[config.mk]
export PLATFORM = sky130hd
export DESIGN_NAME = native_axi_bridge
export DESIGN_NICKNAME = d
export VERILOG_FILES = /design/src/rtl/native_axi_bridge_pkg.sv /design/src/rtl/native_axi_bridge.sv
export SDC_FILE = /design/constraint.sdc
export NUM_CORES = 1
export LEC_CHECK = 0
export BUFFER_PORTS_ARGS = -buffer_cell sky130_fd_sc_hd__buf_2
export CAP_MARGIN = 40
export CORE_AREA = 2 2 116 118
export CTS_BUF_LIST = sky130_fd_sc_hd__clkbuf_2 sky130_fd_sc_hd__clkbuf_4 sky130_fd_sc_hd__clkbuf_8
export DETAILED_ROUTE_END_ITERATION = 12
export DIE_AREA = 0 0 118 120
export PLACE_DENSITY = 0.69
export SETUP_SLACK_MARGIN = 0.3
export SLEW_MARGIN = 20
export SYNTH_ARGS = -nofsm -noshare
export SYNTH_HDL_FRONTEND = slang
export SYNTH_SLANG_ARGS = --single-unit
[constraint.sdc]
create_clock -name clk -period 3.1 [get_ports clk]
set_clock_uncertainty 0.2 [all_clocks]
set_input_delay 0.155 -clock clk [delete_from_list [all_inputs] [get_ports clk]]
set_output_delay 0.155 -clock clk [all_outputs]
set_load 0.01 [all_outputs]
[src/rtl/native_axi_bridge_pkg.sv]
// Shared constants and state encoding for the native-to-AXI4 single-beat bridge.
package native_axi_bridge_pkg;

    localparam int NATIVE_ADDR_W = 32;
    localparam int NATIVE_DATA_W = 32;
    localparam int NATIVE_STRB_W = NATIVE_DATA_W / 8;
    localparam int DDR_ADDR_W    = 30;
    localparam int WORD_OFS      = 2;

    localparam logic [7:0] LEN_SINGLE    = 8'd0;
    localparam logic [2:0] SIZE_4B       = 3'b010;
    localparam logic [1:0] BURST_INCR    = 2'b01;
    localparam logic [3:0] CACHE_DEFAULT = 4'b0011;
    localparam logic [2:0] PROT_DEFAULT  = 3'b000;
    localparam logic [3:0] QOS_DEFAULT   = 4'b0000;

    localparam logic [1:0] RESP_OKAY   = 2'b00;
    localparam logic [1:0] RESP_EXOKAY = 2'b01;
    localparam logic [1:0] RESP_SLVERR = 2'b10;
    localparam logic [1:0] RESP_DECERR = 2'b11;

    typedef enum logic [2:0] {
        ST_IDLE = 3'd0,
        ST_WR   = 3'd1,
        ST_WB   = 3'd2,
        ST_RD   = 3'd3,
        ST_RR   = 3'd4,
        ST_DONE = 3'd5
    } state_t;

    // SLVERR and DECERR both have bit 1 set; OKAY/EXOKAY do not.
    function automatic logic resp_is_err(input logic [1:0] resp);
        return resp[1];
    endfunction

endpackage

[src/rtl/native_axi_bridge.sv]
// Native slave port to single-beat AXI4 master, one transaction outstanding.
// resp_ready pulses 3 cycles after accept with zero AXI wait states; each wait state adds one.
module native_axi_bridge
    import native_axi_bridge_pkg::*;
#(
    parameter int ADDR_W     = NATIVE_ADDR_W,
    parameter int AXI_ADDR_W = DDR_ADDR_W,
    parameter int DATA_W     = NATIVE_DATA_W,
    parameter int AXI_ID     = 0
) (
    input  logic                  clk,
    input  logic                  rst_n,

    input  logic                  req_valid,
    input  logic [ADDR_W-1:0]     req_addr,
    input  logic [DATA_W-1:0]     req_wdata,
    input  logic [DATA_W/8-1:0]   req_wstrb,
    output logic [DATA_W-1:0]     resp_rdata,
    output logic                  resp_ready,
    output logic                  resp_err,

    output logic                  m_axi_awid,
    output logic [AXI_ADDR_W-1:0] m_axi_awaddr,
    output logic [7:0]            m_axi_awlen,
    output logic [2:0]            m_axi_awsize,
    output logic [1:0]            m_axi_awburst,
    output logic                  m_axi_awlock,
    output logic [3:0]            m_axi_awcache,
    output logic [2:0]            m_axi_awprot,
    output logic [3:0]            m_axi_awqos,
    output logic                  m_axi_awvalid,
    input  logic                  m_axi_awready,

    output logic [DATA_W-1:0]     m_axi_wdata,
    output logic [DATA_W/8-1:0]   m_axi_wstrb,
    output logic                  m_axi_wlast,
    output logic                  m_axi_wvalid,
    input  logic                  m_axi_wready,

    input  logic [1:0]            m_axi_bresp,
    input  logic                  m_axi_bvalid,
    output logic                  m_axi_bready,

    output logic                  m_axi_arid,
    output logic [AXI_ADDR_W-1:0] m_axi_araddr,
    output logic [7:0]            m_axi_arlen,
    output logic [2:0]            m_axi_arsize,
    output logic [1:0]            m_axi_arburst,
    output logic                  m_axi_arlock,
    output logic [3:0]            m_axi_arcache,
    output logic [2:0]            m_axi_arprot,
    output logic [3:0]            m_axi_arqos,
    output logic                  m_axi_arvalid,
    input  logic                  m_axi_arready,

    input  logic [DATA_W-1:0]     m_axi_rdata,
    input  logic [1:0]            m_axi_rresp,
    input  logic                  m_axi_rlast,
    input  logic                  m_axi_rvalid,
    output logic                  m_axi_rready
);

    localparam int STRB_W = DATA_W / 8;

    state_t                         state_q, state_d;
    logic                           aw_vld_q, aw_vld_d;
    logic                           w_vld_q, w_vld_d;
    logic                           b_rdy_q, b_rdy_d;
    logic                           ar_vld_q, ar_vld_d;
    logic                           r_rdy_q, r_rdy_d;
    logic                           err_q, err_d;
    logic [DATA_W-1:0]              rdata_q, rdata_d;
    logic [AXI_ADDR_W-1:WORD_OFS]   addr_q, addr_d;
    logic [DATA_W-1:0]              wdata_q, wdata_d;
    logic [STRB_W-1:0]              wstrb_q, wstrb_d;
    logic                           aw_done, w_done;

    // Byte offset, upper address bits, rlast and the low resp bit carry no meaning here.
    logic unused_in;
    assign unused_in = ^{req_addr, m_axi_bresp[0], m_axi_rresp[0], m_axi_rlast};

    // A channel counts as done once its valid has dropped or is handshaking this cycle.
    assign aw_done = !aw_vld_q || m_axi_awready;
    assign w_done  = !w_vld_q  || m_axi_wready;

    always_comb begin
        state_d  = state_q;
        aw_vld_d = aw_vld_q;
        w_vld_d  = w_vld_q;
        b_rdy_d  = b_rdy_q;
        ar_vld_d = ar_vld_q;
        r_rdy_d  = r_rdy_q;
        err_d    = err_q;
        rdata_d  = rdata_q;
        addr_d   = addr_q;
        wdata_d  = wdata_q;
        wstrb_d  = wstrb_q;

        case (state_q)
            ST_IDLE: begin
                if (req_valid) begin
                    addr_d  = req_addr[AXI_ADDR_W-1:WORD_OFS];
                    wdata_d = req_wdata;
                    wstrb_d = req_wstrb;
                    err_d   = 1'b0;
                    if (|req_wstrb) begin
                        aw_vld_d = 1'b1;
                        w_vld_d  = 1'b1;
                        state_d  = ST_WR;
                    end else begin
                        ar_vld_d = 1'b1;
                        state_d  = ST_RD;
                    end
                end
            end
            ST_WR: begin
                if (aw_vld_q && m_axi_awready) aw_vld_d = 1'b0;
                if (w_vld_q && m_axi_wready)   w_vld_d  = 1'b0;
                if (aw_done && w_done) begin
                    b_rdy_d = 1'b1;
                    state_d = ST_WB;
                end
            end
            ST_WB: begin
                if (m_axi_bvalid) begin
                    b_rdy_d = 1'b0;
                    err_d   = resp_is_err(m_axi_bresp);
                    state_d = ST_DONE;
                end
            end
            ST_RD: begin
                if (m_axi_arready) begin
                    ar_vld_d = 1'b0;
                    r_rdy_d  = 1'b1;
                    state_d  = ST_RR;
                end
            end
            ST_RR: begin
                if (m_axi_rvalid) begin
                    rdata_d = m_axi_rdata;
                    r_rdy_d = 1'b0;
                    err_d   = resp_is_err(m_axi_rresp);
                    state_d = ST_DONE;
                end
            end
            ST_DONE: state_d = ST_IDLE;
            default: state_d = ST_IDLE;
        endcase
    end

    always_ff @(posedge clk) begin
        if (!rst_n) begin
            state_q  <= ST_IDLE;
            aw_vld_q <= 1'b0;
            w_vld_q  <= 1'b0;
            b_rdy_q  <= 1'b0;
            ar_vld_q <= 1'b0;
            r_rdy_q  <= 1'b0;
            err_q    <= 1'b0;
            rdata_q  <= '0;
            addr_q   <= '0;
            wdata_q  <= '0;
            wstrb_q  <= '0;
        end else begin
            state_q  <= state_d;
            aw_vld_q <= aw_vld_d;
            w_vld_q  <= w_vld_d;
            b_rdy_q  <= b_rdy_d;
            ar_vld_q <= ar_vld_d;
            r_rdy_q  <= r_rdy_d;
            err_q    <= err_d;
            rdata_q  <= rdata_d;
            addr_q   <= addr_d;
            wdata_q  <= wdata_d;
            wstrb_q  <= wstrb_d;
        end
    end

    assign resp_ready = (state_q == ST_DONE);
    assign resp_err   = err_q;
    assign resp_rdata = rdata_q;

    assign m_axi_awid    = 1'(AXI_ID);
    assign m_axi_awaddr  = {addr_q, 2'b00};
    assign m_axi_awlen   = LEN_SINGLE;
    assign m_axi_awsize  = SIZE_4B;
    assign m_axi_awburst = BURST_INCR;
    assign m_axi_awlock  = 1'b0;
    assign m_axi_awcache = CACHE_DEFAULT;
    assign m_axi_awprot  = PROT_DEFAULT;
    assign m_axi_awqos   = QOS_DEFAULT;
    assign m_axi_awvalid = aw_vld_q;

    assign m_axi_wdata   = wdata_q;
    assign m_axi_wstrb   = wstrb_q;
    assign m_axi_wlast   = 1'b1;
    assign m_axi_wvalid  = w_vld_q;
    assign m_axi_bready  = b_rdy_q;

    assign m_axi_arid    = 1'(AXI_ID);
    assign m_axi_araddr  = {addr_q, 2'b00};
    assign m_axi_arlen   = LEN_SINGLE;
    assign m_axi_arsize  = SIZE_4B;
    assign m_axi_arburst = BURST_INCR;
    assign m_axi_arlock  = 1'b0;
    assign m_axi_arcache = CACHE_DEFAULT;
    assign m_axi_arprot  = PROT_DEFAULT;
    assign m_axi_arqos   = QOS_DEFAULT;
    assign m_axi_arvalid = ar_vld_q;
    assign m_axi_rready  = r_rdy_q;

endmodule

==> results by stage, run 1 <==
Status:
- The flow ran to the end, and the final reports show no timing, DRC or antenna violations.

Clock network:
- Gates resized during post-CTS repair numbered 0.
- The clock passes through at most 2 buffers.
- The clock transition time at the flip-flop clock pins of the worst setup and hold paths is 0.10 ns.
- The deepest level of the CTS H-tree is 3.
- The source-to-sink clock delay at the later pin of the worst-skew pair is 0.38 ns.
- Counting every sink on the clock net gives 105.
- Once the clock tree was built, the setup fixing pass inserted 0 buffers.
- Counting the buffers created by CTS gives 9.
- The CTS tree is built.
- The clock root buffer master is sky130_fd_sc_hd__clkbuf_8.

Critical path:
- The worst path arrival time is 2.70 ns.
- Walking the worst path, the cells encountered are a21oi_1, dlygate4sd3_1, a21oi_1, o211a_1, dlygate4sd3_1.
- The number of buffers and inverters on the critical path is 2.
- The required time at the worst-slack endpoint is 3.23 ns.
- The delay contributed by the slowest stage of the critical path is 0.75 ns.
- The classification of the worst setup path is reg2reg.
- The critical path runs through a total of 5 cells.
- The number of cells on the worst reg-to-reg path is 5.
- For this design, the slowest cell found on the critical path is sky130_fd_sc_hd__dfxtp_1.
- The kind of capture point of the worst setup path is a register.
- The maximum fanout encountered on the critical timing path is 18.
- The cell family contributing the most delay on the critical path is buffers and inverters.
- The type of origin of the critical path is a register.

Global route:
- The wire length of the first global-routing pass is 20710 um.
- The largest net degree at the start of global routing is 66.
- The overall routing resource usage is 18.17%.
- Summed over all layers, the global routing overflow is 0.
- The number of antenna violations at the first check in global routing came to 1.
- The number of global-route vias before repair is 4315.

Run:
- Max-cap violations in this run came to 0.

Floorplanning:
- Measured along the y axis, the die boundary spans 120 um.
- The total number of placement rows is 42.
- For this configuration, the core starts out at a cell density of 34.38%.
- The number of top-level design ports is 301.
- In this run the standard cell core region covers 12980 um2.
- The floorplan step set the die width to 118 um.
- The die covers 14160 um2.

Routing:
- Once detail routing completed, the nets flagged for antenna violations numbered 0.
- The via count is 4490.
- Dividing the detail-routed via count by the number of cells gives 4.321.
- The number of detailed-routing iterations run before antenna repair is 4.
- The final layout contains routed wiring with a total length of 13380 um.
- In this run, the number of DRC markers left after iteration 0 of detailed routing was 197.
- Dividing the detail-routed wire length by the instance count gives 12.87 um.
- For this run, design rule violations remaining after detail routing come to 0.

Hold path:
- The worst hold path passes through 4 cells.
- The tightest min-delay check is of the in2reg type.

Pwr:
- The power per standard cell area is 471.3 nW/um2.
- The static leakage power is 0.003159 uW.
- The worst vdd rail ir drop is 0.0003254 V.

Logic synthesis:
- Counting every instance in the synthesized netlist gives 566.
- After synthesis the cells add up to 4463 um2.
- The average size of a mapped cell is 7.885 um2.
- The unique cell type count in the Yosys netlist is 33.
- The synthesis warning total is 0.
- The portion of the post-synthesis area used by sequential elements is 47.10%.
- The number of synthesized register bits is 105.

Layout:
- The area added between synthesis and finish is 48.25%.
- Once layout is complete, the utilization of the core stands at 50.97%.
- The number of nets in the finished design is 970.
- Leaving out fill and tap cells, the most frequent cells in the layout are sky130_fd_sc_hd__buf_2 (236), sky130_fd_sc_hd__nand2_1 (196), sky130_fd_sc_hd__dlygate4sd3_1 (106).
- The most common cell after layout, fill and taps aside is sky130_fd_sc_hd__buf_2.
- In the final layout, the share of cells above drive strength 1 is 30.51%.
- The filler cell count in the final layout is 1201.

STA:
- The final cycle utilization of the critical path is 82.92%.
- The worst-margin pin slew is 0.7422 ns.
- Counting I/O delays and the setup requirement, the final critical path takes 2.571 ns.
- For the final routed database, the setup TNS stands at 0 ns.
- The final count of hold timing violations came to 0.
- Setup repair after global routing left no endpoint under its margin.
- The maximum clock frequency is 389.0 MHz.
- The count of final max-slew check failures is 0.
- Setup violations remaining at the end of the flow were counted as 0.
- Measured against its own limit, the worst slew margin works out to 50.52%.

Place:
- Routability-driven placement finished with a final weighted congestion of 0.7138.
- The HPWL after detailed placement is 8229 um.
- The total of buffers placed on input and output ports is 236.
==> cells in the mapped netlist <==
cell type                   instances  area, um2
sky130_fd_sc_hd__a211oi_1           1      7.510
sky130_fd_sc_hd__or3b_2             1      8.760
sky130_fd_sc_hd__buf_6              1      11.26
sky130_fd_sc_hd__nor4_1             1      6.260
sky130_fd_sc_hd__o31a_1             1      8.760
sky130_fd_sc_hd__nor3_1             1      5.000
sky130_fd_sc_hd__a211o_1            1      8.760
sky130_fd_sc_hd__nor4b_1            1      8.760
sky130_fd_sc_hd__or4b_1             1      10.01
sky130_fd_sc_hd__a21o_1             1      7.510
sky130_fd_sc_hd__clkbuf_1          20      75.07
sky130_fd_sc_hd__nor4bb_1           1      10.01
sky130_fd_sc_hd__conb_1             2      7.510
sky130_fd_sc_hd__mux2i_1            2      20.02
sky130_fd_sc_hd__nand4bb_1          1      11.26
sky130_fd_sc_hd__nand2b_1           3      18.77
sky130_fd_sc_hd__a311oi_1           1      8.760
sky130_fd_sc_hd__o21a_1             2      15.01
sky130_fd_sc_hd__dfxtp_1          105       2102
sky130_fd_sc_hd__or4b_4             1      13.76
sky130_fd_sc_hd__nor4_2             1      12.51
sky130_fd_sc_hd__o31ai_1            2      15.01
sky130_fd_sc_hd__a21oi_1          104      520.5
sky130_fd_sc_hd__inv_1              4      15.01
sky130_fd_sc_hd__nand4b_1           2      17.52
sky130_fd_sc_hd__o211a_1            1      10.01
sky130_fd_sc_hd__nor2_1             2      7.510
sky130_fd_sc_hd__nand2_1          196      735.7
sky130_fd_sc_hd__buf_4             90      675.7
sky130_fd_sc_hd__nand3b_1           2      15.01
sky130_fd_sc_hd__and3b_1            1      8.760
sky130_fd_sc_hd__o21ai_0            2      10.01
sky130_fd_sc_hd__buf_2             11      55.05
==> report_power, final <==
| group | internal [uW] | switching (uW) | total (uW) |
|---|---|---|---|
| Sequential | 1440 | 66.8 | 1510 |
| Combinational | 302 | 356 | 657 |
| Clock | 478 | 477 | 956 |
==> state kept, by name, summed over array words and instances (netlist names) <==
| name | cells |
|---|---|
| m_axi_awvalid | 1 |
| state_q | 3 |
| addr_q | 28 |
| m_axi_arvalid | 1 |
| m_axi_wdata | 32 |
| m_axi_rready | 1 |
| resp_rdata | 32 |
| m_axi_wvalid | 1 |
| m_axi_bready | 1 |
| resp_err | 1 |
| m_axi_wstrb | 4 |
==> stage by stage <==
stage | std cells | instance area [um2] | setup WS [ns] | power [uW] | hold slack, ns
after floorplan | 621 | 4669 | 1.452 | 1944 | 0.06879
after global placement | 916 | 5326 | 0.9690 | 2079 | 0.1954
after detailed placement | 916 | 5326 | 0.9648 | 2086 | 0.1996
after CTS | 1038 | 6614 | 0.5732 | 3157 | 0.06805
after global routing | 1039 | 6616 | 0.4037 | 3276 | 0.1297
final | 1039 | 6616 | 0.5294 | 3118 | 0.09188
==> cell families (layout without fill, tap and decap cells) <==
logic type,Yosys count,in the layout,share of synthesized area [%]
simple gates,215,215,19.93
flops,105,105,47.10
compound gates,116,116,13.71
other cells,2,58,0.1683
buf+inv,126,367,18.64
mux,2,2,0.4486
==> path summary, 6_finish.rpt <==
check,slack (ns),start,to
worst max-delay path,0.53,state_q[1]$_SDFFE_PN0P_,resp_err$_SDFFE_PN0P_
worst min-delay path,0.09,m_axi_rvalid,state_q[0]$_SDFFE_PN0P_
worst max register to register,0.53,state_q[1]$_SDFFE_PN0P_,resp_err$_SDFFE_PN0P_
worst min register to register,0.26,m_axi_wdata[1]$_SDFFE_PN0P_,m_axi_wdata[1]$_SDFFE_PN0P_
==> worst min-delay path: cells and delay by family <==
kind | cells | cell delay (ns)
simple gates | 1 | 0.12
buf+inv | 1 | 0.10
compound gates | 2 | 0.28
==> timing repair <==
item / CTS / global route
setup endpoints to repair: 0 / 0
hold buffers: 106 / 0
hold endpoints to repair: 104 / 0
==> metal layers <==
| layer | GRT usage, % | up-vias | part of all wire, % |
|---|---|---|---|
| met2 | 32.99 | 186 | 51 |
| met5 | 0 | - | 0 |
| met3 | 5.703 | 24 | 7.4 |
| met4 | 7.304 | 0 | 2.1 |
| li1 | - | 2256 | - |
| met1 | 19.57 | 2024 | 40 |
==> cell type report <==
type | instances | area (um2) | share of cell area, %
multi-input cells | 390 | 1757 | 26.55
diodes | 1 | 2.502 | 0.03782
clock buffers | 10 | 137.6 | 2.080
clock inverters | 6 | 88.84 | 1.343
repair buffers | 347 | 2292 | 34.64
inverters | 4 | 16.27 | 0.2458
well taps | 176 | 220.2 | 3.328
flip-flops and latches | 105 | 2102 | 31.77
Power figures use the tool's default switching activity.
==> run 2: changes to the inputs <==
--- a/config.mk
+++ b/config.mk
@@ -7,11 +7,11 @@
 export LEC_CHECK = 0
 export BUFFER_PORTS_ARGS = -buffer_cell sky130_fd_sc_hd__buf_2
 export CAP_MARGIN = 40
-export CORE_AREA = 2 2 116 118
+export CORE_AREA = 2 2 117 119
 export CTS_BUF_LIST = sky130_fd_sc_hd__clkbuf_2 sky130_fd_sc_hd__clkbuf_4 sky130_fd_sc_hd__clkbuf_8
 export DETAILED_ROUTE_END_ITERATION = 12
-export DIE_AREA = 0 0 118 120
-export PLACE_DENSITY = 0.69
+export DIE_AREA = 0 0 119 121
+export PLACE_DENSITY = 0.7
 export SETUP_SLACK_MARGIN = 0.3
 export SLEW_MARGIN = 20
 export SYNTH_ARGS = -nofsm -noshare
==> constraint.sdc (replaced) <==
create_clock -name clk -period 2.3 [get_ports clk]
set_clock_uncertainty 0.2 [all_clocks]
set_input_delay 0.115 -clock clk [delete_from_list [all_inputs] [get_ports clk]]
set_output_delay 0.115 -clock clk [all_outputs]
set_load 0.01 [all_outputs]
==> results by stage, run 2 (same netlist as run 1, synthesis figures left out) <==
Layout:
- The utilization after layout is 51.31% (+0.34 points).
- The filler cell count in the final layout came to 1183 (-1.5%).
- The area taken by flip-flops and latches was 2103 um2 (about the same).
- The fraction of final layout cells sized beyond drive strength 1 is 31.26% (+0.75 points).
- The area used by multi-input combinational logic is 1757 um2 (unchanged).
- In the layout the commonest cells are sky130_fd_sc_hd__buf_2 (236), sky130_fd_sc_hd__nand2_1 (196), sky130_fd_sc_hd__dlygate4sd3_1 (106).
- The most common cell after layout, fill and taps aside is sky130_fd_sc_hd__buf_2.
- Relative to the synthesized area, the layout overhead comes to 50.43%.
- The antenna diode instance count is 0 (-1).
- The number of nets in the finished design is 978 (+0.82%).

Global route:
- The largest net degree at the start of global routing is 41 (-38%).
- The remaining global-route overflow came to 0 (unchanged).
- The number of antenna violations at the first check in global routing is 0 (-1).
- The wire length of the first global-routing pass is 20610 um (-0.50%).
- The number of global-route vias before repair is 4209 (-2.5%).
- The overall routing resource usage is 17.97% (-0.19 points).

STA:
- The worst setup slack after layout is 0.4190 ns (-0.1104 ns).
- The relative max-transition margin is 62.78% (+12 points).
- The worst-margin pin slew is 0.5568 ns (-0.1854 ns).
- The total setup violations reported at the end of the flow is 0 (unchanged).
- The final cycle utilization of the critical path was 81.78% (-1.1 points).
- The minimum clock period is 1.881 ns (-0.6896 ns).
- The final count of hold timing violations is 0 (unchanged).
- Setup repair after global routing left no endpoint under its margin.
- The count of final max-slew check failures was 0 (unchanged).
- The aggregate negative setup slack came to 0 ns (unchanged).
- The maximum clock frequency is 531.6 MHz (+37%).

Routing:
- The number of detailed-routing iterations run before antenna repair is 4 (unchanged).
- The number of violations reported at the end of detailed-routing iteration 0 is 190 (-3.6%).
- The overall routed net length is 13640 um (+2.0%).
- The number of DRC violations after detailed routing was 0 (unchanged).
- The via-per-instance ratio was 4.312 (-0.23%).
- The routed length per placed instance is 13.04 um (+1.3%).
- The via count is 4510 (+0.45%).
- The count of nets left with antenna violations after detail routing is 0 (unchanged).

Pwr:
- The power dissipated by switching net loads was 1259 uW (+40%).
- The static leakage power is 0.003206 uW (+1.5%).
- The worst vdd rail ir drop is 0.0004924 V (+51%).
- The share of total power in combinational logic is 22.7% (+1.6 points).
- The proportion of total power due to net switching is 30.31% (+1.4 points).
- The internal power consumption is 2894 uW (+30%).
- The share of power burned in the clock network was 28.8% (-1.8 points).
- The power per standard cell area is 618.6 nW/um2 (+31%).
- The register share of total power is 48.5% (+0.2 points).

Place:
- The HPWL after detailed placement is 8615 um (+4.7%).
- The setup slack after placement is 0.4343 ns (-0.5304 ns).
- The placer's final routability congestion estimate is 0.8275 (+16%).
- The total of buffers placed on input and output ports was 236 (unchanged).

Clock network:
- The number of clock sinks is 105 (unchanged).
- The TritonCTS buffer count came to 9 (unchanged).
- The clock transition time at the flip-flop clock pins of the worst setup and hold paths is 0.10 ns (about the same).
- Clock tree synthesis selected as its root buffer the cell sky130_fd_sc_hd__clkbuf_8.
- The CTS tree is built.
- The buffer levels on the longest clock path came to 2 (unchanged).
- The source-to-sink clock delay at the later pin of the worst-skew pair is 0.38 ns (about the same).
- The deepest level of the CTS H-tree came to 3 (unchanged).

Floorplanning:
- The initial cell density of the core is 34.11% (-0.28 points).
- The number of top-level design ports is 301 (unchanged).
- The total die area is 14400 um2 (+1.7%).
- The horizontal die dimension is 119 um (+0.85%).
- The floorplan die height was 121 um (+0.83%).
- The area of the placeable core is 13090 um2 (+0.81%).
- The total number of placement rows was 42 (unchanged).

Critical path:
- The worst path arrival time was 1.96 ns (-0.74 ns).
- The critical path in this run is classified as reg2reg.
- The worst setup path is captured at a register.
- The maximum fanout encountered on the critical timing path came to 38 (+20).
- The required time at the worst-slack endpoint is 2.38 ns (-0.85 ns).
- The worst setup path is launched from a register.

Hold path:
- The worst hold path belongs to the class reg2reg.

Run:
- The count of max-cap constraint violations is 0 (unchanged).

Status:
- The flow ran to the end, and the final reports show no timing, DRC or antenna violations.
-- run 2: layer usage --
layer	part of all wire, %	vias to the layer above	track usage (%)
met4	1.7	0	5.804
met2	52	193	33.66
met1	39	2019	19.36
met5	0	-	0
met3	6.8	18	5.216
li1	-	2280	-
-- run 2: final cells by class --
type	instances	area share, %
Clock buffer	9	1.845
Clock inverter	7	1.174
Inverter	4	0.2423
Multi-Input combinational cell	390	26.16
Sequential cell	105	31.33
Tap cell	176	3.280
Timing Repair Buffer	355	35.97
-- run 2: power groups by stage --
stage / combinational [uW] / clock (uW) / sequential [uW]
floorplan: 518 / 0 / 2100
CTS: 941 / 1240 / 2010
finish: 944 / 1200 / 2010
detailed placement: 797 / 0 / 2060
global route: 1040 / 1310 / 2030
global placement: 793 / 0 / 2050
-- run 2: stage by stage --
stage / hold slack, ns / cells / power (uW) / area, um2
after global routing: 0.2736 / 1046 / 4373 / 6714
after global placement: 0.1554 / 923 / 2843 / 5441
after CTS: 0.2575 / 1045 / 4197 / 6705
after floorplan: 0.02879 / 621 / 2621 / 4669
final: 0.2552 / 1046 / 4153 / 6714
after detailed placement: 0.1606 / 923 / 2852 / 5441
-- run 2: path summary, 6_finish.rpt --
check                                    from                           end  slack, ns  cells past startpoint
setup / recovery      state_q[2]$_SDFFE_PN0P_  m_axi_wdata[26]$_SDFFE_PN0P_       0.42                      4
hold reg to reg   resp_rdata[28]$_SDFFE_PN0P_   resp_rdata[28]$_SDFFE_PN0P_       0.26                      2
hold / removal    resp_rdata[28]$_SDFFE_PN0P_   resp_rdata[28]$_SDFFE_PN0P_       0.26                      2
setup reg to reg      state_q[2]$_SDFFE_PN0P_  m_axi_wdata[26]$_SDFFE_PN0P_       0.42                      4
-- run 2: timing repair --
| action | CTS | global route |
|---|---|---|
| buffers inserted | 0 | 1 |
| resized for setup | 0 | 1 |
| hold buffers | 106 | 0 |
| endpoints found under the setup margin | 0 | 7 |
| endpoints found under the hold margin | 105 | 0 |
-- run 2: critical path, stage by stage (launching register included) --
cell	delay (ns)
sky130_fd_sc_hd__dfxtp_1	0.39
sky130_fd_sc_hd__or4b_4	0.76
sky130_fd_sc_hd__buf_12	0.26
sky130_fd_sc_hd__nand2_1	0.09
sky130_fd_sc_hd__a21oi_1	0.06
==> run 3: changes to the inputs <==
==> constraint.sdc (replaced) <==
create_clock -name clk -period 1.5 [get_ports clk]
set_clock_uncertainty 0.2 [all_clocks]
set_input_delay 0.075 -clock clk [delete_from_list [all_inputs] [get_ports clk]]
set_output_delay 0.075 -clock clk [all_outputs]
set_load 0.01 [all_outputs]
==> results by stage, run 3 (same netlist as run 1, synthesis figures left out) <==
Critical path:
- The slack of the worst reg-to-reg path is -0.17 ns (-0.59 ns).
- The type of origin of the critical path is a register.
- The required time at the worst-slack endpoint came to 1.63 ns (-0.75 ns).
- The capture point of the worst reg-to-reg path is resp_rdata[15]$_SDFFE_PN0P_.
- The path depth of the worst reg2reg path is 7 (+3).
- The classification of the worst setup path is reg2reg.
- The reg-to-reg startpoint is state_q[0]$_SDFFE_PN0P_.
- The worst path arrival time is 1.80 ns (-0.16 ns).
- The maximum fanout encountered on the critical timing path came to 6 (-84%).
- The delay contributed by the slowest stage of the critical path is 0.36 ns (-0.40 ns).
- The largest individual stage delay along the critical path comes from the cell sky130_fd_sc_hd__dfxtp_2.
- In this design, the critical path's most frequently occurring cell is sky130_fd_sc_hd__buf_12.
- STA classifies the critical path endpoint as a register.
- Traced cell by cell, the critical path runs through buf_12, nor4bb_4, buf_6, buf_12, clkbuf_16, nand2_2, a21oi_2.

STA:
- The minimum hold slack was 0.01106 ns (-0.2442 ns).
- The aggregate negative setup slack was -10.31 ns (-10.31 ns).
- The total setup violations reported at the end of the flow is 105 (+105).
- Setup repair after global routing could not meet its margin everywhere.
- The worst setup slack after layout is -0.1672 ns (-0.5863 ns).
- The final cycle utilization of the critical path was 111.1% (+29 points).
- The minimum clock period is 1.667 ns (-0.2137 ns).
- The count of final max-slew check failures is 0 (unchanged).
- The maximum clock frequency is 599.8 MHz (+13%).
- The final count of hold timing violations is 0 (unchanged).

Floorplanning:
- The floorplan die height is 121 um (unchanged).
- The area of the placeable core is 13090 um2 (unchanged).
- The number of top-level design ports is 301 (unchanged).
- The total die area came to 14400 um2 (unchanged).
- The horizontal die dimension is 119 um (unchanged).
- The initial cell density of the core is 34.11% (unchanged).
- The total number of placement rows is 42 (unchanged).

Pwr:
- The power per standard cell area is 895.9 nW/um2 (+45%).
- The worst vdd rail ir drop is 0.0004549 V (-7.6%).
- The static leakage power was 0.003501 uW (+9.2%).

Layout:
- The final cell count without fillers was 1073 (+2.6%).
- The utilization after layout is 56.63% (+5.3 points).
- The area used by multi-input combinational logic is 2004 um2 (+14%).
- The antenna diode instance count is 0 (unchanged).
- In the layout the commonest cells are sky130_fd_sc_hd__buf_2 (231), sky130_fd_sc_hd__nand2_1 (175), sky130_fd_sc_hd__dlygate4sd3_1 (103).
- The number of nets in the finished design is 1005 (+2.8%).
- The filler cell count in the final layout was 1135 (-4.1%).
- The fraction of final layout cells sized beyond drive strength 1 came to 43.48% (+12 points).
- The area taken by flip-flops and latches was 2148 um2 (+2.1%).
- The area added between synthesis and finish is 66.02%.
- Leaving out fill and tap cells, the most frequent cell in the layout is sky130_fd_sc_hd__buf_2.

Routing:
- The via count is 4694 (+4.1%).
- The routed wire length on met2 is 7289 um (+2.4%).
- The top routing layer in use is met4.
- The met3 routed wirelength is 1011 um (+9.5%).
- The sum of routed wire segments on met1 was 5446 um (+1.5%).
- The via-per-instance ratio is 4.375 (+1.5%).
- The overall routed net length is 14240 um (+4.4%).
- The number of detailed-routing iterations run before antenna repair is 4 (unchanged).
- The number of violations reported at the end of detailed-routing iteration 0 was 152 (-20%).
- The number of DRC violations after detailed routing came to 0 (unchanged).
- The routed length per placed instance is 13.27 um (+1.8%).
- The count of nets left with antenna violations after detail routing came to 0 (unchanged).

Global route:
- The wire length of the first global-routing pass is 20820 um (+1.0%).
- The largest net degree at the start of global routing is 45 (+9.8%).
- The number of antenna violations at the first check in global routing is 0 (unchanged).
- The number of global-route vias before repair is 4390 (+4.3%).
- The remaining global-route overflow came to 0 (unchanged).
- The overall routing resource usage is 18.13% (+0.16 points).

Clock network:
- The TritonCTS buffer count is 9 (unchanged).
- The deepest level of the CTS H-tree is 3 (unchanged).
- Clock tree synthesis selected as its root buffer the cell sky130_fd_sc_hd__clkbuf_8.
- The number of clock sinks is 105 (unchanged).
- The buffer levels on the longest clock path came to 2 (unchanged).
- The clock transition time at the flip-flop clock pins of the worst setup and hold paths is 0.11 ns (about the same).
- TritonCTS built the clock tree.
- The source-to-sink clock delay at the later pin of the worst-skew pair was 0.38 ns (about the same).

Status:
- The final reports fail on negative setup slack.
- The flow ran to the end, but the final reports show violations.

Place:
- The number of placed cells counting well taps was 943 (+2.2%).
- The placer's final routability congestion estimate is 0.7158 (-13%).
- The total of buffers placed on input and output ports is 236 (unchanged).
- The HPWL after detailed placement came to 8779 um (+1.9%).

Hold path:
- The worst hold path cell count was 5 (+3).
- The worst hold path begins at req_wstrb[0].
- The endpoint of the worst hold-timing path is state_q[1]$_SDFFE_PN0P_.
- The path class of the tightest hold or removal check is in2reg.

Run:
- The count of max-cap constraint violations is 0 (unchanged).
[run 3: cell count changes in the layout (fill, tap and decap cells not counted), sizes merged]
| cell | before | now |
|---|---|---|
| clkbuf | 9 | 12 |
| inv | 5 | 6 |
| clkinv | 3 | 1 |
| buf | 249 | 277 |
| dlygate4sd3 | 106 | 103 |
[run 3: what timing repair did]
action / 4_1_cts / 5_1_grt
endpoints found under the setup margin: 118 / 140
gates cloned: 1 / 3
resized for setup: 37 / 94
buffers inserted: 4 / 3
hold endpoints to repair: 105 / 4
pin swaps: 11 / 21
hold buffers: 100 / 4
[run 3: layout make-up]
class,count,area share [%]
inverters,4,0.2195
clock inverters,6,0.9625
multi-input cells,390,27.05
flip-flops and latches,105,28.99
well taps,176,2.972
clock buffers,10,1.773
repair buffers,382,38.03
[run 3: worst max-delay path by stage]
| stage | start | end | slack [ns] |
|---|---|---|---|
| finish | state_q[0]$_SDFFE_PN0P_ | resp_rdata[15]$_SDFFE_PN0P_ | -0.17 |
| global route | state_q[0]$_SDFFE_PN0P_ | resp_rdata[17]$_SDFFE_PN0P_ | -0.23 |
| CTS | state_q[2]$_SDFFE_PN0P_ | resp_ready | -0.15 |
| detailed placement | state_q[1]$_SDFFE_PN0P_ | m_axi_wdata[17]$_SDFFE_PN0P_ | -0.12 |
| global placement | req_wstrb[3] | state_q[1]$_SDFFE_PN0P_ | -0.1 |
| floorplan | state_q[1]$_SDFFE_PN0P_ | addr_q[28]$_SDFFE_PN0P_ | -0.10 |
[run 3: per-stage QoR]
step | area, um2 | setup slack, ns | total power [uW]
5_1_grt | 7410 | -0.2304 | 6995
3_5_place_dp | 5615 | -0.1224 | 4441
3_3_place_gp | 5615 | -0.09898 | 4426
4_1_cts | 7005 | -0.1479 | 6525
2_1_floorplan | 4763 | -0.1032 | 4067
6_report | 7410 | -0.1672 | 6638
[run 3: routing by layer]
layer	GRT usage, %	vias to the layer above
li1	-	2329
met1	18.20	2112
met2	34.20	214
met3	5.075	39
met4	9.003	0
met5	0	-
[run 3: critical path: cells and delay by family, from the launching register on]
family	cells	cell delay, ns
simple gates	2	0.36
flops	1	0.36
compound gates	1	0.13
buf+inv	4	0.56
[run 3: where the power goes]
part	switching, uW	internal, uW	total, uW
clock	1010	809	1810
combinational	872	854	1730
sequential	113	2990	3100
